==> config.mk <==
export PLATFORM = sky130hd
export DESIGN_NAME = sram_arbiter
export DESIGN_NICKNAME = d
export VERILOG_FILES = /design/src/rtl/sram_arbiter_pkg.sv /design/src/rtl/sram_arbiter_arb2_rr.sv /design/src/rtl/sram_arbiter.sv
export SDC_FILE = /design/constraint.sdc
export NUM_CORES = 1
export LEC_CHECK = 0
export BUFFER_PORTS_ARGS = -buffer_cell sky130_fd_sc_hd__buf_2
export CORE_AREA = 2 2 211 213
export DETAILED_ROUTE_END_ITERATION = 7
export DIE_AREA = 0 0 213 215
export GPL_ROUTABILITY_DRIVEN = 0
export SYNTH_ARGS = -nofsm -noshare
export SYNTH_HDL_FRONTEND = slang
export SYNTH_SLANG_ARGS = --single-unit
==> constraint.sdc <==
create_clock -name clk -period 1.5 [get_ports clk]
set_input_delay 0.15 -clock clk [delete_from_list [all_inputs] [get_ports clk]]
set_output_delay 0.15 -clock clk [all_outputs]
set_load 0.1 [all_outputs]
==> src/rtl/sram_arbiter_pkg.sv <==
// Shared encodings for the sram arbiter: FSM state codes and transaction owner.
package sram_arbiter_pkg;

  typedef enum logic [1:0] {
    ST_IDLE    = 2'd0,
    ST_ISSUE   = 2'd1,
    ST_CAPTURE = 2'd2,
    ST_RESP    = 2'd3
  } state_e;

  typedef enum logic {
    OWN_IF  = 1'b0,
    OWN_MEM = 1'b1
  } owner_e;

endpackage

==> src/rtl/sram_arbiter_arb2_rr.sv <==
// Two-way IF/MEM grant, round-robin or MEM-first; combinational grant, registered last-grant.
// Grants only what is requested; a tie goes to MEM in fixed mode, else to whoever was not granted last.
module sram_arbiter_arb2_rr
  import sram_arbiter_pkg::*;
(
  input  logic clk,
  input  logic rst_n,
  input  logic fixed_pri,
  input  logic req_if,
  input  logic req_mem,
  output logic gnt_if,
  output logic gnt_mem
);

  owner_e last_grant_q;
  owner_e last_grant_d;
  logic   mem_wins;

  always_comb begin
    mem_wins     = req_mem && (!req_if || fixed_pri || (last_grant_q == OWN_IF));
    gnt_mem      = mem_wins;
    gnt_if       = req_if && !mem_wins;
    last_grant_d = last_grant_q;
    if (gnt_mem) begin
      last_grant_d = OWN_MEM;
    end else if (gnt_if) begin
      last_grant_d = OWN_IF;
    end
  end

  always_ff @(posedge clk) begin
    if (!rst_n) begin
      last_grant_q <= OWN_IF;
    end else begin
      last_grant_q <= last_grant_d;
    end
  end

endmodule

==> src/rtl/sram_arbiter.sv <==
// Shares one registered-read sram port between IF and MEM, one transaction at a time.
// Request accepted at T drives sram at T+1 and responds at T+3; the response is held until the owner takes it.
module sram_arbiter
  import sram_arbiter_pkg::*;
#(
  parameter int unsigned ADDR_W    = 64,
  parameter int unsigned DATA_W    = 64,
  parameter int unsigned FIXED_PRI = 0
) (
  input  logic                  clk,
  input  logic                  rst_n,
  input  logic                  if_req_valid,
  output logic                  if_req_ready,
  input  logic [ADDR_W-1:0]     if_req_addr,
  output logic                  if_rsp_valid,
  input  logic                  if_rsp_ready,
  output logic [DATA_W-1:0]     if_rsp_rdata,
  input  logic                  mem_req_valid,
  output logic                  mem_req_ready,
  input  logic [ADDR_W-1:0]     mem_req_addr,
  input  logic [DATA_W/8-1:0]   mem_req_we,
  input  logic [DATA_W-1:0]     mem_req_wdata,
  output logic                  mem_rsp_valid,
  input  logic                  mem_rsp_ready,
  output logic [DATA_W-1:0]     mem_rsp_rdata,
  output logic                  sram_en,
  output logic [DATA_W/8-1:0]   sram_we,
  output logic [ADDR_W-1:0]     sram_addr,
  output logic [DATA_W-1:0]     sram_wdata,
  input  logic [DATA_W-1:0]     sram_rdata
);

  localparam int unsigned BE_W = DATA_W / 8;

  state_e            state_q, state_d;
  owner_e            owner_q, owner_d;
  logic [ADDR_W-1:0] addr_q, addr_d;
  logic [BE_W-1:0]   we_q, we_d;
  logic [DATA_W-1:0] wdata_q, wdata_d;
  logic [DATA_W-1:0] rdata_q, rdata_d;
  logic              sram_en_q, sram_en_d;
  logic [BE_W-1:0]   sram_we_q, sram_we_d;
  logic              if_rsp_valid_q, if_rsp_valid_d;
  logic              mem_rsp_valid_q, mem_rsp_valid_d;

  logic idle;
  logic gnt_if;
  logic gnt_mem;
  logic rsp_done;

  // Gating with rst_n keeps both readies low while reset is held, even in IDLE.
  assign idle = (state_q == ST_IDLE) && rst_n;

  sram_arbiter_arb2_rr u_arb (
    .clk       (clk),
    .rst_n     (rst_n),
    .fixed_pri (FIXED_PRI != 0),
    .req_if    (if_req_valid && idle),
    .req_mem   (mem_req_valid && idle),
    .gnt_if    (gnt_if),
    .gnt_mem   (gnt_mem)
  );

  assign rsp_done = (owner_q == OWN_IF) ? if_rsp_ready : mem_rsp_ready;

  always_comb begin
    state_d         = state_q;
    owner_d         = owner_q;
    addr_d          = addr_q;
    we_d            = we_q;
    wdata_d         = wdata_q;
    rdata_d         = rdata_q;
    sram_en_d       = 1'b0;
    sram_we_d       = '0;
    if_rsp_valid_d  = if_rsp_valid_q;
    mem_rsp_valid_d = mem_rsp_valid_q;
    case (state_q)
      ST_IDLE: begin
        if (gnt_mem) begin
          owner_d = OWN_MEM;
          addr_d  = mem_req_addr;
          we_d    = mem_req_we;
          wdata_d = mem_req_wdata;
        end else if (gnt_if) begin
          owner_d = OWN_IF;
          addr_d  = if_req_addr;
          we_d    = '0;
          wdata_d = '0;
        end
        if (gnt_mem || gnt_if) begin
          state_d   = ST_ISSUE;
          sram_en_d = 1'b1;
          sram_we_d = we_d;
        end
      end
      ST_ISSUE: begin
        state_d = ST_CAPTURE;
      end
      ST_CAPTURE: begin
        // Writes return zero data so the MEM side sees a clean ack.
        rdata_d         = (we_q == '0) ? sram_rdata : '0;
        if_rsp_valid_d  = (owner_q == OWN_IF);
        mem_rsp_valid_d = (owner_q == OWN_MEM);
        state_d         = ST_RESP;
      end
      ST_RESP: begin
        if (rsp_done) begin
          if_rsp_valid_d  = 1'b0;
          mem_rsp_valid_d = 1'b0;
          state_d         = ST_IDLE;
        end
      end
      default: begin
        state_d = ST_IDLE;
      end
    endcase
  end

  always_ff @(posedge clk) begin
    if (!rst_n) begin
      state_q         <= ST_IDLE;
      owner_q         <= OWN_IF;
      addr_q          <= '0;
      we_q            <= '0;
      wdata_q         <= '0;
      rdata_q         <= '0;
      sram_en_q       <= 1'b0;
      sram_we_q       <= '0;
      if_rsp_valid_q  <= 1'b0;
      mem_rsp_valid_q <= 1'b0;
    end else begin
      state_q         <= state_d;
      owner_q         <= owner_d;
      addr_q          <= addr_d;
      we_q            <= we_d;
      wdata_q         <= wdata_d;
      rdata_q         <= rdata_d;
      sram_en_q       <= sram_en_d;
      sram_we_q       <= sram_we_d;
      if_rsp_valid_q  <= if_rsp_valid_d;
      mem_rsp_valid_q <= mem_rsp_valid_d;
    end
  end

  assign if_req_ready  = gnt_if;
  assign mem_req_ready = gnt_mem;
  assign if_rsp_valid  = if_rsp_valid_q;
  assign mem_rsp_valid = mem_rsp_valid_q;
  assign if_rsp_rdata  = rdata_q;
  assign mem_rsp_rdata = rdata_q;
  assign sram_en       = sram_en_q;
  assign sram_we       = sram_we_q;
  assign sram_addr     = addr_q;
  assign sram_wdata    = wdata_q;

endmodule

== Word level (Yosys, flattened, before mapping) ==
Cells that the tools add are included.

* Bits in registers: 215
* Bits in latches: 0
* Memory bits (writable): 0
* Memory bits (read-only): 0
* Input port bits: 270
* Memories: 0

* $add $sub $neg: 0
* Multiply operators: 0
* Div/mod/pow operators: 0
* Order comparisons: 0
* Equal/unequal tests: 5
* Shift operators: 0
* Mux-type cells: 17
* Bitwise gates (word level): 2
* Reduce and logical (&&, ||, !) cells: 18

{| class="wikitable"
|+ Operators with widths
! cell !! count
|-
| 64-bit 2-to-1 mux || 5
|-
| 8-bit 2-to-1 mux || 2
|-
| 8-bit logical NOT || 1
|-
| 2-bit case mux with 4 select lines || 1
|-
| 2-bit AND reduction || 4
|-
| 1-bit logical AND || 5
|-
| 1-bit 2-to-1 mux || 5
|-
| 2-bit == test (second input constant) || 2
|-
| 2-bit 2-to-1 mux || 2
|-
| 1-bit case mux with 2 select lines || 2
|-
| 2-bit nonzero test || 2
|-
| 3-bit AND reduction || 1
|-
| 2-bit by 1-bit == test with 1-bit output (second input constant) || 1
|-
| 1-bit logical NOT || 2
|-
| 2-bit logical NOT || 1
|-
| 1-bit logical OR || 2
|-
| 2-bit by 1-bit inequality test with 1-bit output (second input constant) || 1
|-
| 2-bit inequality test (second input constant) || 1
|-
| 1-bit NOT || 2
|}

== Longest topological paths before layout ==
Gate-level depths: netlist of run 1.

* Word-level depth: 11
* Gate-level depth with buffers: 7
* Depth with buffers taken out: 6

== By module ==
Synthesis of run 1 repeated with hierarchy kept, for this count alone.

* Cells, all modules: 1024
* Area, all modules: 9509.1 um^2

{| class="wikitable"
|+ By module, submodules not included
! module !! instances !! cells an instance !! area an instance (um^2) !! seq. area each (um^2)
|-
| sram_arbiter || 1 || 1016 || 9442.8 || 4284.1
|-
| sram_arbiter_arb2_rr || 1 || 8 || 66.3 || 20.0
|}

== Least setup slack after synthesis of run 1 ==
OpenSTA, ideal clock, no wires.

* Path kind: register to output
* Start: register state_q[0]
* End: output port if_req_ready
* Arrival: 1.896 ns
* Slack: -0.546 ns
* Cell stages (with the launch flop): 7
* Path buffers: 2
* Path through: dfxtp_1 > inv_1 > ha_1 > and3_1 > buf_4 > buf_2 > and2_1

* Longest elaborated chain between the ends: 8
* Elaborated cells between the ends (all ways): 9
* Those cells by class: 9 x reduce/logical

{| class="wikitable"
|+ RTL lines
! what !! line !! source
|-
| from (decl) || sram_arbiter.sv:35 || <nowiki>state_e state_q, state_d;</nowiki>
|-
| from (signal assigned) || sram_arbiter.sv:132 || <nowiki>state_q <= state_d;</nowiki>
|-
| 2-bit logical NOT * || sram_arbiter.sv:52 || <nowiki>assign idle = (state_q == ST_IDLE) && rst_n;</nowiki>
|-
| 1-bit logical AND * || sram_arbiter.sv:52 ||
|-
| 1-bit logical AND || sram_arbiter.sv:58 || <nowiki>.req_if (if_req_valid && idle),</nowiki>
|-
| 1-bit logical NOT || sram_arbiter_arb2_rr.sv:20 || <nowiki>mem_wins = req_mem && (!req_if || fixed_pri || (last_grant_q == OWN_IF));</nowiki>
|-
| 1-bit logical OR || sram_arbiter_arb2_rr.sv:20 ||
|-
| 1-bit logical AND || sram_arbiter_arb2_rr.sv:20 ||
|-
| 1-bit logical NOT || sram_arbiter_arb2_rr.sv:22 || <nowiki>gnt_if = req_if && !mem_wins;</nowiki>
|-
| 1-bit logical AND * || sram_arbiter_arb2_rr.sv:22 ||
|-
| to (decl) || sram_arbiter.sv:13 || <nowiki>output logic if_req_ready,</nowiki>
|}

Every way passes the cells marked *; elsewhere a longest branch is shown, timed or not.

== Worst setup path in the final report of run 1 ==
Ends and elaborated chain as after synthesis.

==> results of run 1 <==
## worst paths after layout
check             cells past startpoint        startpoint             end
hold / removal                        3  mem_req_addr[43]   sram_addr[43]
setup reg to reg                     10        state_q[0]  sram_wdata[63]
hold reg to reg                       1    sram_wdata[27]  sram_wdata[27]
setup / recovery                      6        state_q[0]    if_req_ready
## through the flow
| stage | TNS (ns) | setup slack [ns] | utilization, % |
|---|---|---|---|
| after floorplan | -1.21 | -0.0531 | - |
| after global placement | -4.30 | -0.0772 | 28.1 |
| after detailed placement | -6.01 | -0.0970 | 28.1 |
| after CTS | -16.69 | -0.432 | 37.2 |
| after global routing | -35.78 | -0.407 | 38.6 |
| final | -25.23 | -0.347 | 38.6 |
## worst reg2reg max path, delay by kind of cell, from the launching register on
| kind | cells | cell delay [ns] |
|---|---|---|
| adders and majority gates | 1 | 0.17 |
| buffers and inverters | 6 | 0.76 |
| DFF | 1 | 0.33 |
| and+or+nand+nor | 1 | 0.24 |
| AOI/OAI and AO/OA | 2 | 0.27 |
## per-layer routing
metal	up-vias	global-route usage, %
li1	4898	-
met1	4998	17.7
met2	634	28.3
met3	177	4.38
met4	6	10.9
met5	-	0
## report_power, final
group	leakage [nW]	internal [W]	switching [W]	total (W)
logic	5.33	0.00533	0.0148	0.0201
registers	1.79	0.00706	0.000839	0.00790
clock network	0.381	0.00355	0.00242	0.00597
## cell families (layout without fill, tap and decap cells)
logic type,Yosys count,after routing,synth area share (%)
other,0,1,0
AO/OA/AOI/OAI,209,209,18.8
buffers and inverters,159,957,10.6
flip-flops,215,215,49.1
AND/OR/NAND/NOR,348,348,20.6
multiplexers,3,3,0.342
adder cells (fa/ha/maj),4,4,0.570
## cell usage in the layout, fill, tap and decap left out, types with 4 or more instances in the layout
| cell type | instances |
|---|---|
| a21oi_1 | 59 |
| nand2_1 | 100 |
| nand2_2 | 4 |
| a311oi_2 | 25 |
| buf_12 | 32 |
| nor3_1 | 61 |
| dfxtp_1 | 148 |
| nand3_1 | 28 |
| dfxtp_2 | 67 |
| clkbuf_4 | 27 |
| dlygate4sd3_1 | 261 |
| a21oi_2 | 7 |
| buf_6 | 8 |
| buf_2 | 453 |
| nand4_1 | 64 |
| a31oi_1 | 27 |
| a22o_1 | 72 |
| nand2b_1 | 65 |
| and2_1 | 7 |
| clkbuf_16 | 36 |
| nand2_4 | 5 |
| a311oi_1 | 13 |
| clkbuf_1 | 9 |
| buf_4 | 104 |
| buf_8 | 6 |
| buf_16 | 8 |
## registers in the layout, summed over array words and instances, names as in the netlist
signal / count
sram_wdata: 64
sram_we: 8
u_arb.last_grant_q: 1
mem_rsp_valid: 1
state_q: 2
we_q: 8
sram_en: 1
if_rsp_valid: 1
if_rsp_rdata: 64
sram_addr: 64
owner_q: 1
## final cells by class
| type | instances | area [µm²] | area share [%] |
|---|---|---|---|
| tap | 592 | 741 | 4.40 |
| timing repair buffer | 911 | 7210 | 42.8 |
| clock buffer | 37 | 701 | 4.16 |
| inverter | 4 | 25.0 | 0.149 |
| sequential | 215 | 4390 | 26.0 |
| clock inverter | 5 | 78.8 | 0.468 |
| multi-input combinational | 564 | 3700 | 22.0 |
| antenna | 1 | 2.50 | 0.0149 |
## repair_timing
action / 4_1_cts / 5_1_grt
endpoints found under the hold margin: 210 / 0
buffers inserted: 11 / 15
cloned: 8 / 13
endpoints found under the setup margin: 191 / 212
pin swaps: 7 / 35
resized for setup: 87 / 66
hold buffers: 261 / 0
==> metrics.txt, run 1 <==
metal2 WL ~20 mm; arrival time at the worst endpoint roughly 1.7 ns; DRC Markers 0; Max Fclk ~540 MHz; die area 0.0458 mm²; post-route design area between 0.015 and 0.02 mm²; # port buffers approximately 540; Mapped Nets around 1200; drt initial violations between 700 and 800; initial antenna violation count 4; WL per Instance around 18 µm; Cell Area, Synth between 0.008 and 0.009 mm²; Period Utilization, post-route 123%; TritonCTS clock tree built; routed wire length between 40 and 50 mm; Synth top cells by count 215 x dfxtp_1, 109 x nand2_1, 72 x a22o_1; CP max stage cell dfxtp_2; maxcap violations 0; Vias ~11000; CTS sink count about 220; post-route ant nets 0; Slew headroom a little under two thirds; area leader, netlist dfxtp_1; Detailed Place HPWL about 25 mm; Cell Area, Placed between 0.01 and 0.015 mm²; GR Overflow Total 0; shortest period the worst path allows approximately 1.8 ns; H-tree levels 1; synthesized area per cell 9.35 µm²; Cell Rows 77; total CTS buffers 25; clk_lat worst skew 0.54 ns; Worst Hold Slack approximately 0.034 ns; Pleak ~7.5 nW; Final Hold Fails 0; worst setup path class reg -> out; Seq/Total Area, Yosys between 40% and 50%; power density cells just over 2000 mW/mm²; Layout area overhead 92.0%; synthesized instance count between 900 and 1000; VDD IR max approximately 0.0011 V; overall routing resource usage ~16%; crit-path max cell delay 0.32 ns; dominant synthesized flop cell dfxtp_1; clk slew on worst S/H paths roughly 0.060 ns; IO Count between 500 and 600; Final WS setup -0.347 ns; maximum clock path buffer count 3; Slew Viols, Final 0; Max Used Layer met5; die width approximately 210 µm; vias in the first global route about 11000; Worst Hold Class in -> reg; # fillers 4106; Initial Util between 20% and 30%; most numerous cell in the Yosys netlist dfxtp_1; status complete, but fails checks; CP top delay family buffers and inverters; asr flop ratio synth 0%; first-pass GRT wire length ~59 mm; post-synthesis register bit count about 220; Die Y about 220 µm; Core Region ~0.044 mm²; Post-synth EDFFs 0; layout cells sized above 1 a little under half; WL met1 between 15 and 20 mm; ranking of synthesized cells by area dfxtp_1 49%, a22o_1 7.2%, buf_4 5.7%; worst-margin pin slew roughly 0.54 ns; worst clock skew about 0.011 ns; Bufs and invs on worst path 3; Worst Path Max Fanout 4; Final Net Count roughly 2000; Distinct cells, synth 30; Reg2Reg Setup Slack -0.31 ns; failing checks setup timing; met3 wire length approximately 3.7 mm; Worst setup EP type output port; DR pass1 iterations 7; share of the synthesized area in the top cell type between 40% and 50%; Finished Layout Cells ~2300; Synth warnings 0; Startpoint Class flop; RSZ-0062 raised after global routing yes; largest net degree at the start of global routing 46; Crit path required time approximately 1.4 ns; Inst Count DP between 1500 and 2000; crit path cell chain inv_2 -> ha_4 -> and3_4 -> buf_6 -> and2_4 -> buf_12; Power Total between 0.03 and 0.04 W; root buffer cell clkbuf_16; setup violators final ~140; routed vias/inst 4.60
Power figures use the tool's default switching activity.
==> run 2, diff against run 1 <==
- RECOVER_POWER: default -> 100
==> metrics.txt, run 2 (synthesis results as in run 1) <==
status complete, but fails checks; failing checks setup timing; worst-margin pin slew around 0.56 ns; Slew headroom a little over three fifths; Reg2Reg Setup Slack -0.32 ns; crit-path max cell delay around 0.32 ns; sw power between 0.015 and 0.02 W; switch share 53.2%; die area around 0.046 mm²; Final WS setup -0.347 ns; Initial Util between 20% and 30%; power density cells 2020 mW/mm²; arrival time at the worst endpoint 1.70 ns; Worst Hold Slack approximately 0.031 ns; Power Total ~0.034 W; Vias 10700; CP max stage cell dfxtp_2; VDD IR max 0.00106 V; clk slew on worst S/H paths roughly 0.06 ns; Cell Rows 77; first-pass GRT wire length 59.4 mm; Crit path required time about 1.4 ns; Detailed Place HPWL between 20 and 25 mm; Layout area overhead 91.3%; Die Y roughly 220 µm; setup violators final 148; DP Worst Slack -0.0970 ns; Max Fclk about 540 MHz; Core Region around 0.044 mm²; Clock Power Share between 15 and 20%; post-route ant nets 0; overall routing resource usage 16.5%; most common cell after layout, fill and taps aside buf_2; Worst setup EP type output port; Worst Hold Class in -> reg; worst clock skew around 0.012 ns; maximum clock path buffer count 3; Final Net Count between 1500 and 2000; layout cells sized above 1 45.5%; Period Utilization, post-route 123%; IO Count around 540; TritonCTS clock tree built; die width between 200 and 250 µm; maxcap violations 0; GR Overflow Total 0; crit path cell chain inv_2 -> ha_4 -> and3_4 -> buf_6 -> and2_4 -> buf_12; total CTS buffers 25; Setup TNS -26.98 ns; initial antenna violation count 4; Logic pwr share between 50 and 60%; RSZ-0062 raised after global routing yes; sequential share of power between 20% and 30%; drt initial violations ~700; worst setup path class reg -> out; most frequent cells in the layout 452 x buf_2, 261 x dlygate4sd3_1, 167 x dfxtp_1; routed wire length ~42 mm; Worst Path Max Fanout 4; vias in the first global route approximately 11000; # fillers approximately 4100; Bufs and invs on worst path 3; CP top delay family buffers and inverters; Startpoint Class flop; clk_lat worst skew approximately 0.53 ns; H-tree levels 1; Pleak roughly 7.5 nW; Final Hold Fails 0; largest net degree at the start of global routing 46; # port buffers ~540; root buffer cell clkbuf_16; DRC Markers 0; CTS sink count 215; Slew Viols, Final 0; routed vias/inst between 4 and 5; WL per Instance approximately 18 µm; internal power between 0.015 and 0.02 W; DR pass1 iterations 5; shortest period the worst path allows between 1.5 and 2 ns
[run 2: final timing paths]
| check | from | end | cells past startpoint |
|---|---|---|---|
| worst max-delay path | state_q[0] | if_req_ready | 6 |
| worst min register to register | sram_wdata[27] | sram_wdata[27] | 1 |
| worst max register to register | state_q[1] | sram_wdata[63] | 10 |
| worst min-delay path | mem_req_addr[43] | sram_addr[43] | 3 |
[run 2: layout make-up]
| class | instances | area, µm² | area share, % |
|---|---|---|---|
| Timing Repair Buffer | 911 | 7180 | 42.8 |
| Multi-Input combinational cell | 564 | 3690 | 22.0 |
| Antenna cell | 2 | 5.00 | 0.0298 |
| Clock buffer | 37 | 701 | 4.17 |
| Clock inverter | 5 | 78.8 | 0.470 |
| Sequential cell | 215 | 4360 | 26.0 |
| Tap cell | 592 | 741 | 4.41 |
| Inverter | 4 | 25.0 | 0.149 |
[run 2: layer usage]
layer	routed length (µm)	part of all wire, %	GRT usage, %
met1	15500	37	17.7
met2	19800	48	28.3
met3	3680	8.8	4.38
met4	2600	6.3	10.9
met5	38	0.091	0
[run 2: stage by stage]
| step | instances | area (µm²) | util, % |
|---|---|---|---|
| final | 2330 | 16800 | 38.5 |
| after global routing | 2329 | 16800 | 38.5 |
| after CTS | 2302 | 16200 | 37.2 |
| after detailed placement | 1980 | 12300 | 28.1 |
| after global placement | 1980 | 12300 | 28.1 |
| after floorplan | 938 | 8880 | - |
[run 2: worst register-to-register path: stages (launching register included)]
cell and delay, ns:
dfxtp_1 0.34, inv_2 0.05, ha_4 0.17, buf_4 0.13
buf_6 0.11, buf_4 0.12, o21a_1 0.12, nor2_4 0.24
buf_12 0.20, buf_12 0.15, a22o_1 0.15
[run 2: repair_timing]
action	in CTS	in global routing
buffers inserted	11	15
endpoints found under the hold margin	210	0
resized for setup	87	66
setup endpoints to repair	191	212
hold buffers	261	0
cloned	8	13
pin swaps	7	35
[run 2: power groups by stage]
stage / logic (W) / clock network, W / registers, W
2_1_floorplan: 0.00524 / 0 / 0.0165
3_3_place_gp: 0.0175 / 0 / 0.00791
3_5_place_dp: 0.0176 / 0 / 0.00790
4_1_cts: 0.0189 / 0.00618 / 0.00785
5_1_grt: 0.0207 / 0.00634 / 0.00800
6_report: 0.0200 / 0.00597 / 0.00788
